===== src/rtl/load_store_unit.sv =====
// rtl/load_store_unit.sv - RV32I load/store unit with word-memory FSM (RMW for sub-word stores).
// Optional macro LSU_MISALIGN_SPLIT_EN: serve misaligned accesses, splitting word-crossing ones.
module load_store_unit #(
  parameter int DATA_WIDTH = 32,
  parameter int ADDR_WIDTH = 32
) (
  input  logic                  clk,
  input  logic                  rst,
  input  logic                  req_valid,
  output logic                  req_ready,
  input  logic                  req_we,
  input  logic [2:0]            req_funct3,
  input  logic [ADDR_WIDTH-1:0] req_addr,
  input  logic [DATA_WIDTH-1:0] req_wdata,
  output logic                  resp_valid,
  output logic [DATA_WIDTH-1:0] resp_rdata,
  output logic                  resp_fault,
  output logic                  mem_valid,
  output logic                  mem_we,
  output logic [ADDR_WIDTH-1:0] mem_addr,
  output logic [DATA_WIDTH-1:0] mem_wdata,
  input  logic [DATA_WIDTH-1:0] mem_rdata
);

  typedef enum logic [2:0] {IDLE, RD_LO, WR_LO, RD_HI, WR_HI, RESP} state_t;
  state_t state, next_state;

  logic                  we_q, fault_q, cross_q, full_q;
  logic [2:0]            f3_q;
  logic [ADDR_WIDTH-1:0] addr_q;
  logic [DATA_WIDTH-1:0] wdata_q, lo_q, hi_q, rdata_q;

  // Request decode, evaluated on the live request fields while idle
  logic [2:0] dec_size, dec_end;
  logic       dec_bad, dec_mis, dec_cross, dec_fault, dec_split, dec_full;

  always_comb begin
    dec_size = 3'd0;
    case (req_funct3[1:0])
      2'b00:   dec_size = 3'd1;
      2'b01:   dec_size = 3'd2;
      2'b10:   dec_size = 3'd4;
      default: dec_size = 3'd0;
    endcase
    dec_bad   = (&req_funct3[1:0]) | (req_funct3[2] & (req_we | req_funct3[1]));
    dec_end   = {1'b0, req_addr[1:0]} + dec_size;
    dec_mis   = ((dec_size == 3'd2) && req_addr[0]) ||
                ((dec_size == 3'd4) && (req_addr[1:0] != 2'b00));
    dec_cross = dec_end > 3'd4;
    dec_full  = (dec_size == 3'd4) && (req_addr[1:0] == 2'b00);
`ifdef LSU_MISALIGN_SPLIT_EN
    dec_fault = dec_bad;
    dec_split = dec_cross & ~dec_bad;
`else
    dec_fault = dec_bad | dec_mis;
    dec_split = 1'b0;
`endif
  end

  always_comb begin
    next_state = state;
    case (state)
      IDLE: begin
        if (req_valid) begin
          if (dec_fault)                 next_state = RESP;
          else if (req_we && dec_full)   next_state = WR_LO;
          else                           next_state = RD_LO;
        end
      end
      RD_LO:   next_state = we_q ? WR_LO : (cross_q ? RD_HI : RESP);
      WR_LO:   next_state = cross_q ? RD_HI : RESP;
      RD_HI:   next_state = we_q ? WR_HI : RESP;
      WR_HI:   next_state = RESP;
      RESP:    next_state = IDLE;
      default: next_state = IDLE;
    endcase
  end

  // 64-bit lane window so split accesses reuse the same shift/merge logic
  logic [4:0]              lane_shift;
  logic [2*DATA_WIDTH-1:0] size_mask, lane_mask, rd_win, rd_sh, wd_sh, merged;
  logic [DATA_WIDTH-1:0]   load_ext;

  always_comb begin
    lane_shift = {addr_q[1:0], 3'b000};
    case (f3_q[1:0])
      2'b00:   size_mask = 64'h0000_0000_0000_00FF;
      2'b01:   size_mask = 64'h0000_0000_0000_FFFF;
      default: size_mask = 64'h0000_0000_FFFF_FFFF;
    endcase
    lane_mask = size_mask << lane_shift;
    rd_win    = (state == RD_HI) ? {mem_rdata, lo_q} : {{DATA_WIDTH{1'b0}}, mem_rdata};
    rd_sh     = rd_win >> lane_shift;
    wd_sh     = {{DATA_WIDTH{1'b0}}, wdata_q} << lane_shift;
    merged    = ({hi_q, lo_q} & ~lane_mask) | (wd_sh & lane_mask);
    case (f3_q)
      3'b000:  load_ext = {{24{rd_sh[7]}}, rd_sh[7:0]};
      3'b100:  load_ext = {24'd0, rd_sh[7:0]};
      3'b001:  load_ext = {{16{rd_sh[15]}}, rd_sh[15:0]};
      3'b101:  load_ext = {16'd0, rd_sh[15:0]};
      default: load_ext = rd_sh[DATA_WIDTH-1:0];
    endcase
  end

  always_ff @(posedge clk) begin
    if (rst) begin
      state   <= IDLE;
      we_q    <= 1'b0;
      fault_q <= 1'b0;
      cross_q <= 1'b0;
      full_q  <= 1'b0;
      f3_q    <= 3'd0;
      addr_q  <= '0;
      wdata_q <= '0;
      lo_q    <= '0;
      hi_q    <= '0;
      rdata_q <= '0;
    end else begin
      state <= next_state;
      if (state == IDLE && req_valid) begin
        we_q    <= req_we;
        f3_q    <= req_funct3;
        addr_q  <= req_addr;
        wdata_q <= req_wdata;
        fault_q <= dec_fault;
        cross_q <= dec_split;
        full_q  <= dec_full;
      end
      if (state == RD_LO) lo_q <= mem_rdata;
      if (state == RD_HI) hi_q <= mem_rdata;
      if (next_state == RESP && state != RESP)
        rdata_q <= (!we_q && (state == RD_LO || state == RD_HI)) ? load_ext : '0;
    end
  end

  // A full aligned word store bypasses the merge so no stale read data leaks in
  always_comb begin
    mem_valid = !rst && (state == RD_LO || state == WR_LO || state == RD_HI || state == WR_HI);
    mem_we    = !rst && (state == WR_LO || state == WR_HI);
    mem_addr  = {addr_q[ADDR_WIDTH-1:2], 2'b00};
    if (state == RD_HI || state == WR_HI) mem_addr = {addr_q[ADDR_WIDTH-1:2], 2'b00} + 'd4;
    if (state == WR_HI)  mem_wdata = merged[2*DATA_WIDTH-1:DATA_WIDTH];
    else if (full_q)     mem_wdata = wdata_q;
    else                 mem_wdata = merged[DATA_WIDTH-1:0];
  end

  assign req_ready  = (state == IDLE);
  assign resp_valid = (state == RESP);
  assign resp_fault = (state == RESP) && fault_q;
  assign resp_rdata = rdata_q;

endmodule


===== config.mk =====
export PLATFORM = sky130hd
export DESIGN_NAME = load_store_unit
export DESIGN_NICKNAME = d
export VERILOG_FILES = /design/src/rtl/load_store_unit.sv
export SDC_FILE = /design/constraint.sdc
export NUM_CORES = 1
export LEC_CHECK = 0
export CAP_MARGIN = 30
export CORE_AREA = 5 5 152 226
export CTS_BUF_LIST = sky130_fd_sc_hd__clkbuf_16
export CTS_CLUSTER_DIAMETER = 120
export DETAILED_ROUTE_END_ITERATION = 8
export DIE_AREA = 0 0 157 231
export HOLD_SLACK_MARGIN = 0.08
export MAX_ROUTING_LAYER = met4
export PLACE_DENSITY = 0.57
export SLEW_MARGIN = 5
export SYNTH_ARGS = -nofsm -noshare
export SYNTH_HDL_FRONTEND = slang
export SYNTH_SLANG_ARGS = --single-unit

===== constraint.sdc =====
create_clock -name clk -period 4.3 [get_ports clk]
set_input_delay 0.86 -clock clk [delete_from_list [all_inputs] [get_ports clk]]
set_output_delay 0.86 -clock clk [all_outputs]
set_load 0.05 [all_outputs]

* Yosys cells after proc, flatten, opt, wreduce, memory -nomap -nowiden
Cells that the tools add are included.
Storage, ports and cells: word-level logic and storage cells 78, output and inout port bits 101, bits in registers 169
Cells by class: reductions and logical operators 27, bitwise logic cells 8, multiplexer cells 14, add/sub/neg operators 1, equality and inequality tests 15, shifts and indexed selects 3
Operators with widths (count):
- bitwise AND 64 bit | 2
- 2-to-1 mux 32 bit | 4
- one-hot mux 32 bit (4 select lines) | 1
- 2-to-1 mux 64 bit | 1
- NOT 64 bit | 1
- bitwise OR 64 bit | 1
- one-hot mux 32 bit (2 select lines) | 1
- << shifter 32 x 5 -> 64 bit | 1
- << shifter 64 x 5 -> 64 bit | 1
- right shift 64 x 5 -> 32 bit | 1
- adder 32 x 3 -> 32 bit (second input constant) | 1
- equality test 3 bit (second input constant) | 6
- one-hot mux 3 bit (4 select lines) | 1
- logical AND 1 bit | 10
- equality test 3 x 2 -> 1 bit (second input constant) | 3
- 2-to-1 mux 3 bit | 3
- one-hot mux 3 bit (3 select lines) | 1
- logical OR 1 bit | 7
- equality test 3 x 1 -> 1 bit (second input constant) | 2
- logical NOT 2 bit | 3
- logical NOT 3 bit | 2
- equality test 2 x 1 -> 1 bit (second input constant) | 2
- != test 3 bit (second input constant) | 1
- bitwise OR 1 bit | 3
- other kinds (8) | 9

* Logic depth before layout (Yosys ltp)
depth after elaboration 11, gate-level depth with buffers 10

* Worst setup path before layout
No wires, ideal clock.
path kind reg-to-output, start point register state[0], end point output port mem_addr[25], setup slack 0.853 ns, arrival 2.587 ns, cell stages (with the launch flop) 9, cell sequence dfxtp_1 -> buf_6 -> and3b_1 -> buf_2 -> buf_6 -> o21ai_0 -> nor4_1 -> nand4_1 -> xnor2_1
Between the ends: word-level cells in the longest chain between the ends 3
RTL lines:
- start: declaration | RTL line 26 | state_t state, next_state;
- start signal: assignment | RTL line 119 | state <= next_state;
- equality test 3 x 2 -> 1 bit / equality test 3 bit (equally long branches) | RTL line 141 | if (state == RD_HI || state == WR_HI) mem_addr = {addr_q[ADDR_WIDTH-1:2], 2'b00} + 'd4;
- logical OR 1 bit (*) | RTL line 141
- 2-to-1 mux 32 bit (*) | RTL line 141
- end: declaration | RTL line 20 | output logic [ADDR_WIDTH-1:0] mem_addr,
Every way passes the cells marked *; elsewhere a longest branch is shown, timed or not.

* Worst setup path in the final report
start point register addr_q[0], end point output port mem_wdata[30]
Between the ends: word-level cells in the longest chain between the ends 6
RTL lines:
- start: declaration | RTL line 30 | logic [ADDR_WIDTH-1:0] addr_q;
- start signal: assignment | RTL line 123 | addr_q <= req_addr;
- << shifter 64 x 5 -> 64 bit | RTL line 91 | lane_mask = size_mask << lane_shift;
- NOT 64 bit | RTL line 95 | merged = ({hi_q, lo_q} & ~lane_mask) | (wd_sh & lane_mask);
- bitwise AND 64 bit | RTL line 95
- bitwise OR 64 bit (*) | RTL line 95
- 2-to-1 mux 32 bit | RTL line 143 | else if (full_q) mem_wdata = wdata_q;
- 2-to-1 mux 32 bit (*) | RTL line 142 | if (state == WR_HI) mem_wdata = merged[2*DATA_WIDTH-1:DATA_WIDTH];
- end: declaration | RTL line 21 | output logic [DATA_WIDTH-1:0] mem_wdata,
Marks and branches as above.

==> metrics.log <==
[metrics] total negative slack for setup checks: 0 ns
[metrics] detailed-routing iteration count for the pre-antenna-repair pass: 5
[metrics] capturing element type of the critical path: output pin
[metrics] routability congestion estimate from global placement: 0.944
[metrics] Post-CTS Setup Repair Bufs: 0
[metrics] critical path, cell by cell: buf_4 -> o21a_1 -> nor2_1 -> mux2_2 -> mux2i_1 -> a21oi_1 -> buf_4
[metrics] pin count of the biggest net entering global routing: a little under 90
[metrics] crit-path most repeated cell: buf_4
[metrics] sequential area share after synthesis: 0.357
[metrics] remaining global-route overflow: 0
[metrics] clock-pin transition on the worst setup and hold timing paths: roughly 0.070 ns
[metrics] mapped cell area: roughly 9500 µm²
[metrics] largest fanout of any net on the critical path: 27
[metrics] number of antenna violations at the first check in global routing: 0
[metrics] Clock Latency Late Sink: approximately 0.45 ns
[metrics] number of DRC markers after the initial detailed-route iteration: 643
[metrics] adder and majority cell fraction of the synthesized area: 0.00132
[metrics] HPWL after DPL: approximately 29 mm
[metrics] status: completed
[metrics] worst clock skew: between 0.01 and 0.015 ns
[metrics] drc violations: 0
[metrics] count of mapped cells out of synthesis: 1178
[metrics] overall routing resource usage: 0.208
[metrics] Chip Width: ~160 µm
[metrics] most instantiated library cell after synthesis: nand2_1
[metrics] IO Port Bufs: roughly 200
[metrics] Via Count: around 9200
[metrics] final hold vios: 0
[metrics] wire length of the first global-routing pass: between 50 and 60 mm
[metrics] unrepaired setup endpoints after global routing: no
[metrics] Worst Max-Slew Pin Slew: approximately 0.9 ns
[metrics] CTS tree: done
[metrics] worst-case vdd ir drop: approximately 0.29 mV
[metrics] FFs w/ async S/R, synth: 0
[metrics] Bufs on Longest Clock Path: 2
[metrics] critical-path cell with the highest stage delay: dfxtp_2
[metrics] share of the synthesized area in the top cell type: 0.357
[metrics] data required time of the critical path: 3.44 ns
[metrics] layout cells sized above 1: 0.128
[metrics] Critical Path Max Stage Delay: between 0.5 and 0.6 ns
[metrics] final layout net count: around 1400
[metrics] main combinational cell family by area after synthesis: simple AND/OR/NAND/NOR gates
[metrics] Simple-Gate Fraction of Synth Area: 0.194
[metrics] Distinct cells, synth: 54
[metrics] mean instance size in the synthesized netlist: between 8 and 9 µm²
[metrics] Power, Total: ~6 mW
[metrics] Achievable Freq: approximately 250 MHz
[metrics] top cell type by total area after synthesis: dfxtp_1
[metrics] category of the most critical setup path: reg -> out
[metrics] Synth area leaders: dfxtp_1, nand2_1, mux2i_1
[metrics] number of rows created at floorplan: about 80
[metrics] Post-synth top flop: dfxtp_1
[metrics] Core Region: about 32000 µm²
[metrics] fraction of the cycle the final worst path needs: 0.913
[metrics] Synth Area in XOR/XNOR: 0.0278
[metrics] DRT Wirelength: between 30 and 40 mm
[metrics] final setup violating endpoints: 0
[metrics] count of final max-slew check failures: 0
[metrics] leakage power figure: approximately 4.4 nW
[metrics] power per cell area: roughly 490 nW/µm²
[metrics] per-cell via count in the routed design: between 5 and 6
[metrics] die area: between 30000 and 40000 µm²
[metrics] final critical path time including I/O delays and setup: 3.93 ns
[metrics] share of synthesized area spent on multiplexers: 0.182
[metrics] clock sinks: ~170
[metrics] area overhead of the layout relative to synthesis: 32.4%
[metrics] root buffer cell: clkbuf_16
[metrics] # diodes: 0
[metrics] count of nets left with antenna violations after detail routing: 0
[metrics] headroom to the max-slew limit: 0.398
[metrics] number of warning messages in the yosys log: 0
[metrics] CTS Buf Count: 17
[metrics] total number of H-tree levels: 4
[metrics] number of flops mapped to enable cells by yosys: 0
[metrics] vertical die dimension: 231 µm
[metrics] reported max-cap violation count: 0
[metrics] Resize count post-CTS: 0
[metrics] most common library cells after synthesis: nand2_1, dfxtp_1, a21oi_1
[metrics] fraction of the mapped netlist area in compound gates: 0.191
[metrics] type of origin of the critical path: flop
[metrics] Initial Utilization: 0.293
[metrics] post-synthesis sequential element count: 169
[metrics] Data arrival, critical path: between 3 and 4 ns
[metrics] worst min-delay path class: reg -> reg
[metrics] number of global-route vias before repair: 9086
[metrics] post-cts hold buffer count: 0
[metrics] Routed wire per std cell: roughly 21 µm
[metrics] count of pins on the block boundary: 204
routing by layer:
metal	vias to the layer above	GRT usage	wire length [µm]
met4	0	0.105	1790
met5	-	-	0
met2	300	0.348	18700
met1	4411	0.238	14900
li1	4456	-	-
met3	69	0.0354	1790
layout make-up:
type	count	area, µm²
Clock inverter	14	149
Fill cell	3304	19800
Sequential cell	169	3390
Inverter	3	11.3
Timing Repair Buffer	227	2380
Clock buffer	17	425
Tap cell	415	519
Multi-Input combinational cell	907	5660
final timing paths:
kind,startpoint,endpoint,slack [ns],depth (start not counted)
worst max-delay path,addr_q[0],mem_wdata[30],0.37,7
worst min-delay path,hi_q[18],hi_q[18],0.45,2
worst max register to register,state[0],resp_rdata[30],0.96,6
worst min register to register,hi_q[18],hi_q[18],0.45,2
kinds of logic after synthesis:
group | count (synthesis)
and+or+nand+nor | 444
AOI/OAI and AO/OA | 289
DFF | 169
muxes | 141
buffers and inverters | 103
xor gates and xnor gates | 30
adders and majority gates | 1
other | 1
state kept, by name, indices dropped and copies added (netlist names):
register,cells
addr_q,32
f3_q,3
fault_q,1
full_q,1
hi_q,32
lo_q,32
resp_rdata,32
state,3
wdata_q,32
we_q,1
cells in the final DEF (no fill, tap or decap), types with 3 or more instances in the layout:
master	count
nand2_1	303
a21oi_1	167
dfxtp_1	167
clkdlybuf4s50_1	149
mux2i_1	93
nor2_1	66
buf_4	54
mux2_2	26
nand3_1	24
xnor2_1	23
buf_12	23
mux4_2	22
o21ai_0	18
o221ai_1	18
clkbuf_16	17
a211o_1	16
a22o_1	16
nand4_1	9
a31oi_1	9
a2bb2oi_1	9
o22a_1	8
a211oi_1	8
xor2_1	7
o2bb2ai_1	7
and2_1	5
nor3_1	5
and4_1	4
and3_1	4
nor4_1	4
nor2b_1	3
nand2b_1	3
clkinv_2	3
inv_6	3
stage by stage:
| stage | hold WS (ns) | utilization | worst slack (ns) | area (µm²) | std cells |
|---|---|---|---|---|---|
| 6_report | 0.454 | 0.388 | 0.373 | 12500 | 1752 |
| 4_1_cts | 0.457 | 0.388 | 0.366 | 12500 | 1752 |
| 3_3_place_gp | 0.442 | 0.369 | 0.738 | 11900 | 1719 |
| 5_1_grt | 0.473 | 0.388 | 0.165 | 12500 | 1752 |
| 3_5_place_dp | 0.447 | 0.370 | 0.874 | 12000 | 1721 |
| 2_1_floorplan | 0.432 | - | 0.853 | 9470 | 1179 |
power by group:
| group | internal, mW | switching (mW) | leakage [nW] |
|---|---|---|---|
| clock network | 0.857 | 0.698 | 0.279 |
| logic | 0.975 | 1.67 | 2.76 |
| registers | 1.74 | 0.249 | 1.38 |
critical path, delay by kind of cell, from the launching register on:
kind                   cells  cell delay (ns)
AOI/OAI and AO/OA          2             0.35
and+or+nand+nor            1             0.49
buffers and inverters      2             0.58
muxes                      2             0.66
DFF                        1             0.53
Note: power is estimated with default switching activity, not from simulation.
